$ cat config.mk
export PLATFORM = sky130hd
export DESIGN_NAME = hazard_ctrl_unit_flat
export DESIGN_NICKNAME = d
export VERILOG_FILES = /design/src/rtl/hazard_ctrl_unit_pkg.sv /design/src/rtl/hazard_ctrl_unit_if.sv /design/src/rtl/hazard_ctrl_unit_sat_counter.sv /design/src/rtl/hazard_ctrl_unit.sv /design/src/flat_wrapper.sv
export SDC_FILE = /design/constraint.sdc
export NUM_CORES = 1
export LEC_CHECK = 0
export BUFFER_PORTS_ARGS = -buffer_cell sky130_fd_sc_hd__clkbuf_2
export CAP_MARGIN = 20
export CELL_PAD_IN_SITES_DETAIL_PLACEMENT = 1
export CELL_PAD_IN_SITES_GLOBAL_PLACEMENT = 2
export CORE_AREA = 8 8 138 140
export CTS_BUF_LIST = sky130_fd_sc_hd__clkbuf_16
export CTS_CLUSTER_SIZE = 28
export DETAILED_ROUTE_END_ITERATION = 10
export DIE_AREA = 0 0 146 148
export PLACE_DENSITY_LB_ADDON = 0.1
export SLEW_MARGIN = 20
export SYNTH_ARGS = -nofsm -noshare
export SYNTH_HDL_FRONTEND = slang
export SYNTH_HIERARCHICAL = 1
export SYNTH_SLANG_ARGS = --single-unit
$ cat constraint.sdc
create_clock -name clk -period 4.6 [get_ports clk]
set_input_delay 0.92 -clock clk [delete_from_list [all_inputs] [get_ports clk]]
set_output_delay 0.92 -clock clk [all_outputs]
set_load 0.01 [all_outputs]
$ cat src/rtl/hazard_ctrl_unit_pkg.sv
// ---------------------------------------------------------------------------
// hazard_ctrl_unit_pkg
// Shared types for the pipeline hazard controller.
//   hcu_state_e : controller FSM state (RUN / PEND)
//   JUMP_NONE   : EX_JumpOP value meaning "no taken jump or branch in EX"
//   hcu_ctrl_t  : bundle of per-register hold/flush controls
// ---------------------------------------------------------------------------
package hazard_ctrl_unit_pkg;

  // PEND: a jump resolved during an I-cache miss and its flush is still owed
  typedef enum logic {
    RUN  = 1'b0,
    PEND = 1'b1
  } hcu_state_e;

  localparam logic [1:0] JUMP_NONE = 2'b00;

  typedef struct packed {
    logic pcHold;
    logic ifidHold;
    logic idexHold;
    logic exmHold;
    logic mwbHold;
    logic ifFlush;
    logic idFlush;
  } hcu_ctrl_t;

endpackage

$ cat src/rtl/hazard_ctrl_unit_if.sv
// ---------------------------------------------------------------------------
// hazard_ctrl_unit_if
// Bundles the pipeline-side signals of the hazard controller.
//   Inputs to the controller : ID_Rs, ID_Rt, ID_UseRt, EX_WR_out, MEM_WR_out,
//                              EX_MemtoReg, MEM_MemtoReg, EX_JumpOP,
//                              IC_Stall, DC_Stall, Cnt_Clr
//   Outputs of the controller: PCWrite, IFIDWrite, IDEXWrite, EXMWrite,
//                              MWBWrite, IFFlush, IDFlush, RedirectPend,
//                              LU_Cnt, CS_Cnt, FL_Cnt
//   modport slave  : the hazard controller itself
//   modport master : the pipeline that feeds it and consumes its controls
// ---------------------------------------------------------------------------
interface hazard_ctrl_unit_if #(
  parameter int REG_W   = 5,
  parameter int COUNT_W = 32
);

  logic [REG_W-1:0]   ID_Rs;
  logic [REG_W-1:0]   ID_Rt;
  logic               ID_UseRt;
  logic [REG_W-1:0]   EX_WR_out;
  logic [REG_W-1:0]   MEM_WR_out;
  logic               EX_MemtoReg;
  logic               MEM_MemtoReg;
  logic [1:0]         EX_JumpOP;
  logic               IC_Stall;
  logic               DC_Stall;
  logic               Cnt_Clr;

  logic               PCWrite;
  logic               IFIDWrite;
  logic               IDEXWrite;
  logic               EXMWrite;
  logic               MWBWrite;
  logic               IFFlush;
  logic               IDFlush;
  logic               RedirectPend;
  logic [COUNT_W-1:0] LU_Cnt;
  logic [COUNT_W-1:0] CS_Cnt;
  logic [COUNT_W-1:0] FL_Cnt;

  modport slave (
    input  ID_Rs, ID_Rt, ID_UseRt, EX_WR_out, MEM_WR_out,
           EX_MemtoReg, MEM_MemtoReg, EX_JumpOP, IC_Stall, DC_Stall, Cnt_Clr,
    output PCWrite, IFIDWrite, IDEXWrite, EXMWrite, MWBWrite,
           IFFlush, IDFlush, RedirectPend, LU_Cnt, CS_Cnt, FL_Cnt
  );

  modport master (
    output ID_Rs, ID_Rt, ID_UseRt, EX_WR_out, MEM_WR_out,
           EX_MemtoReg, MEM_MemtoReg, EX_JumpOP, IC_Stall, DC_Stall, Cnt_Clr,
    input  PCWrite, IFIDWrite, IDEXWrite, EXMWrite, MWBWrite,
           IFFlush, IDFlush, RedirectPend, LU_Cnt, CS_Cnt, FL_Cnt
  );

endinterface

$ cat src/rtl/hazard_ctrl_unit_sat_counter.sv
// ---------------------------------------------------------------------------
// sat_counter
// Event counter that sticks at all-ones instead of wrapping.
//   clk   : rising-edge clock
//   rst   : asynchronous active-low reset, clears the count
//   inc   : count one event this cycle
//   clr   : synchronous clear, wins over inc
//   count : current count value
// ---------------------------------------------------------------------------
module sat_counter #(
  parameter int COUNT_W = 32
) (
  input  logic               clk,
  input  logic               rst,
  input  logic               inc,
  input  logic               clr,
  output logic [COUNT_W-1:0] count
);

  logic [COUNT_W-1:0] count_q;
  logic [COUNT_W-1:0] count_d;

  always_comb begin
    count_d = count_q;
    if (clr) begin
      count_d = '0;
    end else if (inc && (count_q != '1)) begin
      count_d = count_q + COUNT_W'(1);
    end
  end

  always_ff @(posedge clk or negedge rst) begin
    if (!rst) begin
      count_q <= '0;
    end else begin
      count_q <= count_d;
    end
  end

  assign count = count_q;

endmodule

$ cat src/rtl/hazard_ctrl_unit.sv
// ---------------------------------------------------------------------------
// hazard_ctrl_unit
// Pipeline hazard controller for the 5-stage core. Merges load-use detection,
// I-/D-cache miss stalls and EX-stage jump flushes into hold/flush controls
// for the PC and the pipeline registers, remembers a jump resolved during an
// I-cache miss, and counts stall/flush events.
//   clk : rising-edge clock
//   rst : asynchronous active-low reset
//   hif : hazard_ctrl_unit_if.slave carrying all pipeline-side signals
// Parameters: REG_W register-address width, LOAD_LAT load-use distance (1 or
// 2), COUNT_W performance-counter width.
// ---------------------------------------------------------------------------
module hazard_ctrl_unit
  import hazard_ctrl_unit_pkg::*;
#(
  parameter int REG_W    = 5,
  parameter int LOAD_LAT = 1,
  parameter int COUNT_W  = 32
) (
  input logic              clk,
  input logic              rst,
  hazard_ctrl_unit_if.slave hif
);

  localparam logic [REG_W-1:0] RegZero  = '0;
  localparam bit               CheckMem = (LOAD_LAT >= 2);

  hcu_state_e state_q;
  hcu_state_e state_d;
  hcu_ctrl_t  ctrl;
  logic       luEx;
  logic       luMem;
  logic       luHazard;
  logic       jumpEx;
  logic       incLu;
  logic       incCs;
  logic       incFl;

  // Register 0 is hard-wired, so a load targeting it never creates a hazard.
  // The MEM-stage check only matters when loads take two cycles to return.
  always_comb begin
    luEx = hif.EX_MemtoReg && (hif.EX_WR_out != RegZero) &&
           ((hif.EX_WR_out == hif.ID_Rs) ||
            (hif.ID_UseRt && (hif.EX_WR_out == hif.ID_Rt)));
    luMem = CheckMem && hif.MEM_MemtoReg && (hif.MEM_WR_out != RegZero) &&
            ((hif.MEM_WR_out == hif.ID_Rs) ||
             (hif.ID_UseRt && (hif.MEM_WR_out == hif.ID_Rt)));
    luHazard = luEx || luMem;
    jumpEx   = (hif.EX_JumpOP != JUMP_NONE);
  end

  always_ff @(posedge clk or negedge rst) begin
    if (!rst) begin
      state_q <= RUN;
    end else begin
      state_q <= state_d;
    end
  end

  // A D-cache stall freezes everything including the FSM. A jump seen during
  // an I-cache miss is parked in PEND; its flush is issued once both stalls
  // are gone, and further jumps while parked are ignored.
  always_comb begin
    state_d = state_q;
    if (hif.DC_Stall) begin
      state_d = state_q;
    end else if (hif.IC_Stall) begin
      if ((state_q == RUN) && jumpEx) begin
        state_d = PEND;
      end
    end else if (state_q == PEND) begin
      state_d = RUN;
    end
  end

  // Strict priority: D-cache stall, I-cache stall, owed flush, jump, load-use.
  always_comb begin
    ctrl  = '0;
    incLu = 1'b0;
    incCs = 1'b0;
    incFl = 1'b0;
    if (hif.DC_Stall) begin
      ctrl.pcHold   = 1'b1;
      ctrl.ifidHold = 1'b1;
      ctrl.idexHold = 1'b1;
      ctrl.exmHold  = 1'b1;
      ctrl.mwbHold  = 1'b1;
      incCs         = 1'b1;
    end else if (hif.IC_Stall) begin
      ctrl.pcHold   = 1'b1;
      ctrl.ifidHold = 1'b1;
      ctrl.idFlush  = 1'b1;
      incCs         = 1'b1;
    end else if (state_q == PEND) begin
      ctrl.ifFlush  = 1'b1;
      ctrl.idFlush  = 1'b1;
      incFl         = 1'b1;
    end else if (jumpEx) begin
      ctrl.ifFlush  = 1'b1;
      ctrl.idFlush  = 1'b1;
      incFl         = 1'b1;
    end else if (luHazard) begin
      ctrl.pcHold   = 1'b1;
      ctrl.ifidHold = 1'b1;
      ctrl.idFlush  = 1'b1;
      incLu         = 1'b1;
    end
  end

  // Controls are forced low while reset is asserted.
  assign hif.PCWrite      = rst & ctrl.pcHold;
  assign hif.IFIDWrite    = rst & ctrl.ifidHold;
  assign hif.IDEXWrite    = rst & ctrl.idexHold;
  assign hif.EXMWrite     = rst & ctrl.exmHold;
  assign hif.MWBWrite     = rst & ctrl.mwbHold;
  assign hif.IFFlush      = rst & ctrl.ifFlush;
  assign hif.IDFlush      = rst & ctrl.idFlush;
  assign hif.RedirectPend = rst & (state_q == PEND);

  sat_counter #(.COUNT_W(COUNT_W)) uLuCnt (
    .clk   (clk),
    .rst   (rst),
    .inc   (incLu),
    .clr   (hif.Cnt_Clr),
    .count (hif.LU_Cnt)
  );

  sat_counter #(.COUNT_W(COUNT_W)) uCsCnt (
    .clk   (clk),
    .rst   (rst),
    .inc   (incCs),
    .clr   (hif.Cnt_Clr),
    .count (hif.CS_Cnt)
  );

  sat_counter #(.COUNT_W(COUNT_W)) uFlCnt (
    .clk   (clk),
    .rst   (rst),
    .inc   (incFl),
    .clr   (hif.Cnt_Clr),
    .count (hif.FL_Cnt)
  );

endmodule

$ cat src/flat_wrapper.sv
// flat-port wrapper written by rule: the top's interface ports become plain ports
module hazard_ctrl_unit_flat import hazard_ctrl_unit_pkg::*;
#(
  parameter int REG_W    = 5,
  parameter int LOAD_LAT = 1,
  parameter int COUNT_W  = 32
)
  (clk, rst, hif_ID_Rs, hif_ID_Rt, hif_ID_UseRt, hif_EX_WR_out, hif_MEM_WR_out, hif_EX_MemtoReg, hif_MEM_MemtoReg, hif_EX_JumpOP, hif_IC_Stall, hif_DC_Stall, hif_Cnt_Clr, hif_PCWrite, hif_IFIDWrite, hif_IDEXWrite, hif_EXMWrite, hif_MWBWrite, hif_IFFlush, hif_IDFlush, hif_RedirectPend, hif_LU_Cnt, hif_CS_Cnt, hif_FL_Cnt);
  hazard_ctrl_unit_if #(.REG_W(REG_W), .COUNT_W(COUNT_W)) hif_i ();
  input logic clk;
  input logic rst;
  input wire logic [$bits(hif_i.ID_Rs)-1:0] hif_ID_Rs;
  input wire logic [$bits(hif_i.ID_Rt)-1:0] hif_ID_Rt;
  input wire logic [$bits(hif_i.ID_UseRt)-1:0] hif_ID_UseRt;
  input wire logic [$bits(hif_i.EX_WR_out)-1:0] hif_EX_WR_out;
  input wire logic [$bits(hif_i.MEM_WR_out)-1:0] hif_MEM_WR_out;
  input wire logic [$bits(hif_i.EX_MemtoReg)-1:0] hif_EX_MemtoReg;
  input wire logic [$bits(hif_i.MEM_MemtoReg)-1:0] hif_MEM_MemtoReg;
  input wire logic [$bits(hif_i.EX_JumpOP)-1:0] hif_EX_JumpOP;
  input wire logic [$bits(hif_i.IC_Stall)-1:0] hif_IC_Stall;
  input wire logic [$bits(hif_i.DC_Stall)-1:0] hif_DC_Stall;
  input wire logic [$bits(hif_i.Cnt_Clr)-1:0] hif_Cnt_Clr;
  output wire logic [$bits(hif_i.PCWrite)-1:0] hif_PCWrite;
  output wire logic [$bits(hif_i.IFIDWrite)-1:0] hif_IFIDWrite;
  output wire logic [$bits(hif_i.IDEXWrite)-1:0] hif_IDEXWrite;
  output wire logic [$bits(hif_i.EXMWrite)-1:0] hif_EXMWrite;
  output wire logic [$bits(hif_i.MWBWrite)-1:0] hif_MWBWrite;
  output wire logic [$bits(hif_i.IFFlush)-1:0] hif_IFFlush;
  output wire logic [$bits(hif_i.IDFlush)-1:0] hif_IDFlush;
  output wire logic [$bits(hif_i.RedirectPend)-1:0] hif_RedirectPend;
  output wire logic [$bits(hif_i.LU_Cnt)-1:0] hif_LU_Cnt;
  output wire logic [$bits(hif_i.CS_Cnt)-1:0] hif_CS_Cnt;
  output wire logic [$bits(hif_i.FL_Cnt)-1:0] hif_FL_Cnt;
  assign hif_i.ID_Rs = hif_ID_Rs;
  assign hif_i.ID_Rt = hif_ID_Rt;
  assign hif_i.ID_UseRt = hif_ID_UseRt;
  assign hif_i.EX_WR_out = hif_EX_WR_out;
  assign hif_i.MEM_WR_out = hif_MEM_WR_out;
  assign hif_i.EX_MemtoReg = hif_EX_MemtoReg;
  assign hif_i.MEM_MemtoReg = hif_MEM_MemtoReg;
  assign hif_i.EX_JumpOP = hif_EX_JumpOP;
  assign hif_i.IC_Stall = hif_IC_Stall;
  assign hif_i.DC_Stall = hif_DC_Stall;
  assign hif_i.Cnt_Clr = hif_Cnt_Clr;
  assign hif_PCWrite = hif_i.PCWrite;
  assign hif_IFIDWrite = hif_i.IFIDWrite;
  assign hif_IDEXWrite = hif_i.IDEXWrite;
  assign hif_EXMWrite = hif_i.EXMWrite;
  assign hif_MWBWrite = hif_i.MWBWrite;
  assign hif_IFFlush = hif_i.IFFlush;
  assign hif_IDFlush = hif_i.IDFlush;
  assign hif_RedirectPend = hif_i.RedirectPend;
  assign hif_LU_Cnt = hif_i.LU_Cnt;
  assign hif_CS_Cnt = hif_i.CS_Cnt;
  assign hif_FL_Cnt = hif_i.FL_Cnt;
  hazard_ctrl_unit #(.REG_W(REG_W), .LOAD_LAT(LOAD_LAT), .COUNT_W(COUNT_W)) u_core (.clk(clk), .rst(rst), .hif(hif_i));
endmodule
==> results.py <==
metrics = {
    "placement": {
        "gp_congestion": 0.808,
        "dpl.hpwl_mm": 12.9,
        "placedCellCount": 962,
        "detailed_place.area_sq_um": 6640,
        "portBuffers": 127,
        "place_ws_ps": 859,
    },
    "worst_setup_path": {
        "worstRegToRegCells": 8,
        "cp-start-kind": "primary input",
        "crit_chain": "clkbuf_2 > xor2_1 > nor4_1 > a32oi_1 > nor2_1 > and3_1 > nand4_1 > a21o_1 > nor4_1 > mux2_2",
        "crit_type": "primary input to register",
        "end_kind": "register",
        "cpMostUsedCell": "nor4_1",
        "r2r_start": "u_core/state_q",
        "critPathBufInv": 1,
        "required_ps": 4830,
        "rr_endpoint": "u_core/uLuCnt/count[31]",
        "slowest_delay_ps": 390,
        "crit_arrival_ps": 3650,
        "path_delay_family": "simple AND/OR/NAND/NOR gates",
        "critPathMaxFanout": 19,
        "rrSetupSlack_ps": 1600,
        "critPathSlowestCell": "nor4_1",
    },
    "logic_synthesis": {
        "synth_xor_area_frac": 0.0695,
        "synth_compound_area_frac": 0.139,
        "synth_top_family_by_area": "simple AND/OR/NAND/NOR gates",
        "synth_area_leaders": "dfrtp_1 42%, nor2_1 4.9%, xnor2_1 4.1%",
        "async_flop_share": 1.00,
        "synth-simple-area-share": 0.299,
        "synth_area_sq_um": 5800,
        "syn_avg_cell_area_sq_um": 9.23,
        "synth_edf_count": 0,
        "ys.flop_type": "dfrtp_1",
        "synth_fa_ha_area_frac": 0.00647,
        "synth_cell_type_count": 59,
        "ys_seq_area_frac": 0.419,
        "syn_inst": 628,
        "synthesis.nets": 661,
        "synth_top_area_share": 0.419,
        "ys_seq_elements": 97,
        "synth_mux_area_frac": 0.0337,
        "ys_warn_count": 6,
        "synth.largest_area_cell": "dfrtp_1",
    },
    "sta": {
        "setup_tns_ps": 0,
        "worst_slew_pin_slew_ps": 875,
        "fmax_ghz": 0.292,
        "hold_viol": 0,
        "finalSetupViolations": 0,
        "skew_ps": 6.07,
        "slew_violations": 0,
        "fin_crit_sh": 0.744,
        "setup_slack_ps": 1180,
        "relSlewSlack": 0.412,
        "rsz0062_at_grt": "no",
        "fin_crit_ps": 3420,
    },
    "clock_tree": {
        "cts_num_sinks": 97,
        "path_clk_slew_ps": 70,
        "cts_max_level": 3,
        "cts_tree": "done",
        "root_buffer": "clkbuf_16",
        "clk_latency_ps": 350,
        "hold_buffers": 0,
        "clk_path_buf_depth": 2,
        "cts_buffers": 9,
        "cts_setup_buffers": 0,
        "cts_resized": 0,
    },
    "final_layout": {
        "syn_to_final_growth_pct": 20.2,
        "nets": 781,
        "finalInstanceArea_sq_um": 6970,
        "layout.cells.non_filler": 978,
        "antenna-diode-count": 0,
        "fillCellCount": 2025,
        "final_cell_mix": "125 x clkbuf_2, 97 x dfrtp_1, 75 x nor2_1, 40 x a21oi_1, 36 x nand3_1",
        "layout_commonest_cell": "clkbuf_2",
        "final_layout_size_suffix_gt1_frac": 0.252,
    },
    "floorplanning": {
        "fp.dieH_um": 148,
        "die_area_sq_um": 21600,
        "core_sq_um": 16900,
        "fp.dieW_um": 146,
        "start_util": 0.342,
        "design.portCount": 134,
        "num_rows": 48,
    },
    "power_and_ir_drop": {
        "seqPwrFrac": 0.472,
        "ir_drop_mv": 0.168,
        "p_leak_nw": 3.00,
        "internal_power_mw": 1.42,
        "powerDensity_nw_per_um2": 262,
        "switching_power_mw": 0.413,
        "clkPwrFrac": 0.472,
        "combPwrFrac": 0.056,
        "total_power_mw": 1.83,
        "swShare": 0.226,
    },
    "hold_path": {
        "hp-class": "register to register",
        "worstHoldPathCells": 2,
        "hold_end": "u_core/uCsCnt/count[31]",
        "worstHoldStart": "u_core/uCsCnt/count[31]",
    },
    "global_route": {
        "grt_pass1_vias": 5496,
        "grt_max_degree": 60,
        "antenna_found_initial": 0,
        "grt_usage": 0.163,
        "grt_overflow": 0,
        "grt_pass1_wl_mm": 29.1,
    },
    "detailed_routing": {
        "dr.pass1.iters": 4,
        "vias": 5334,
        "first_iter_violations": 209,
        "wire_per_inst_um": 17.8,
        "avgViaCountPerCell": 5.45,
        "drcViolationCount": 0,
        "ant_nets": 0,
        "routed_wl_mm": 17.4,
    },
    "outcome": {
        "outcome": "completed",
    },
    "flow_run": {
        "cap_violations": 0,
    },
}
synth_stat cells, types with 3 or more instances:
master    number
clkbuf_1      12
nor4_1        15
ha_1           3
nand4_2        3
nand3_2        3
buf_4          6
a21oi_1       40
mux2i_1        3
xor2_1        19
and2_1        10
nand2_1       35
a21o_1         6
a211oi_1      10
nor2b_1       16
o21ai_0       23
dfrtp_1       97
or4_1         10
a31o_2         5
mux2_2        12
nand3b_1       3
nand2b_1       4
inv_1         19
and4_1         3
buf_2          4
or3_1         24
nand3_1       36
nand4_1       19
xnor2_1       27
o31ai_1        8
nor3_1        15
nor4_2         4
and3_1        21
nor2_1        75
state kept, by name (all words and copies together), names as in the netlist:
name and count:
u_core/state_q 1, u_core/uCsCnt/count 32, u_core/uFlCnt/count 32, u_core/uLuCnt/count 32
through the flow:
| stage | utilization | hold WS (ps) |
|---|---|---|
| after detailed placement | 0.392 | 582 |
| after global placement | 0.392 | 568 |
| after floorplan | - | 547 |
| after global routing | 0.412 | 624 |
| after CTS | 0.412 | 593 |
| final | 0.412 | 591 |
cell type report:
class                   instances  area, sq um  area share
clock buffers                   9          225      0.0323
well taps                     225          282      0.0404
repair buffers                132          678      0.0973
multi-input cells             489         3180       0.456
inverters                      19         71.3      0.0102
flip-flops and latches         97         2430       0.348
clock inverters                 7          110      0.0158
power by group through the flow:
stage	logic (mW)	clock network, mW	registers (mW)
final	0.102	0.863	0.865
after global routing	0.115	0.928	0.865
after CTS	0.105	0.899	0.864
after detailed placement	0.105	0	0.881
after global placement	0.102	0	0.881
after floorplan	0.0490	0	0.881
routing by layer:
metal	vias up	track usage	wire, um
met4	0	0.0500	210
met5	-	0	0
met1	2679	0.202	7980
met3	14	0.0407	873
li1	2532	-	-
met2	109	0.274	8370
worst min-delay path, cell delays in order (launching register included):
cell,delay (ps)
dfrtp_1,400
o21ai_0,80
a21oi_1,60
cell families after synthesis:
group	Yosys count
and+or+nand+nor	308
buffers and inverters	42
xor gates and xnor gates	46
AOI/OAI and AO/OA	115
muxes	17
adders and majority gates	3
DFF	97
how the worst max path moves through the flow:
stage | startpoint | endpoint | slack [ps] | depth (start not counted)
finish | hif_EX_WR_out[3] | u_core/uLuCnt/count[31] | 1180 | 10
global route | hif_EX_WR_out[1] | u_core/uLuCnt/count[31] | 1020 | 10
CTS | hif_EX_WR_out[3] | u_core/uLuCnt/count[31] | 1230 | 10
detailed placement | hif_EX_WR_out[3] | u_core/uLuCnt/count[31] | 860 | 10
global placement | hif_EX_WR_out[3] | u_core/uLuCnt/count[31] | 960 | 10
floorplan | hif_EX_WR_out[3] | u_core/uLuCnt/count[31] | 1540 | 10
(Power assumes the default switching activity.)
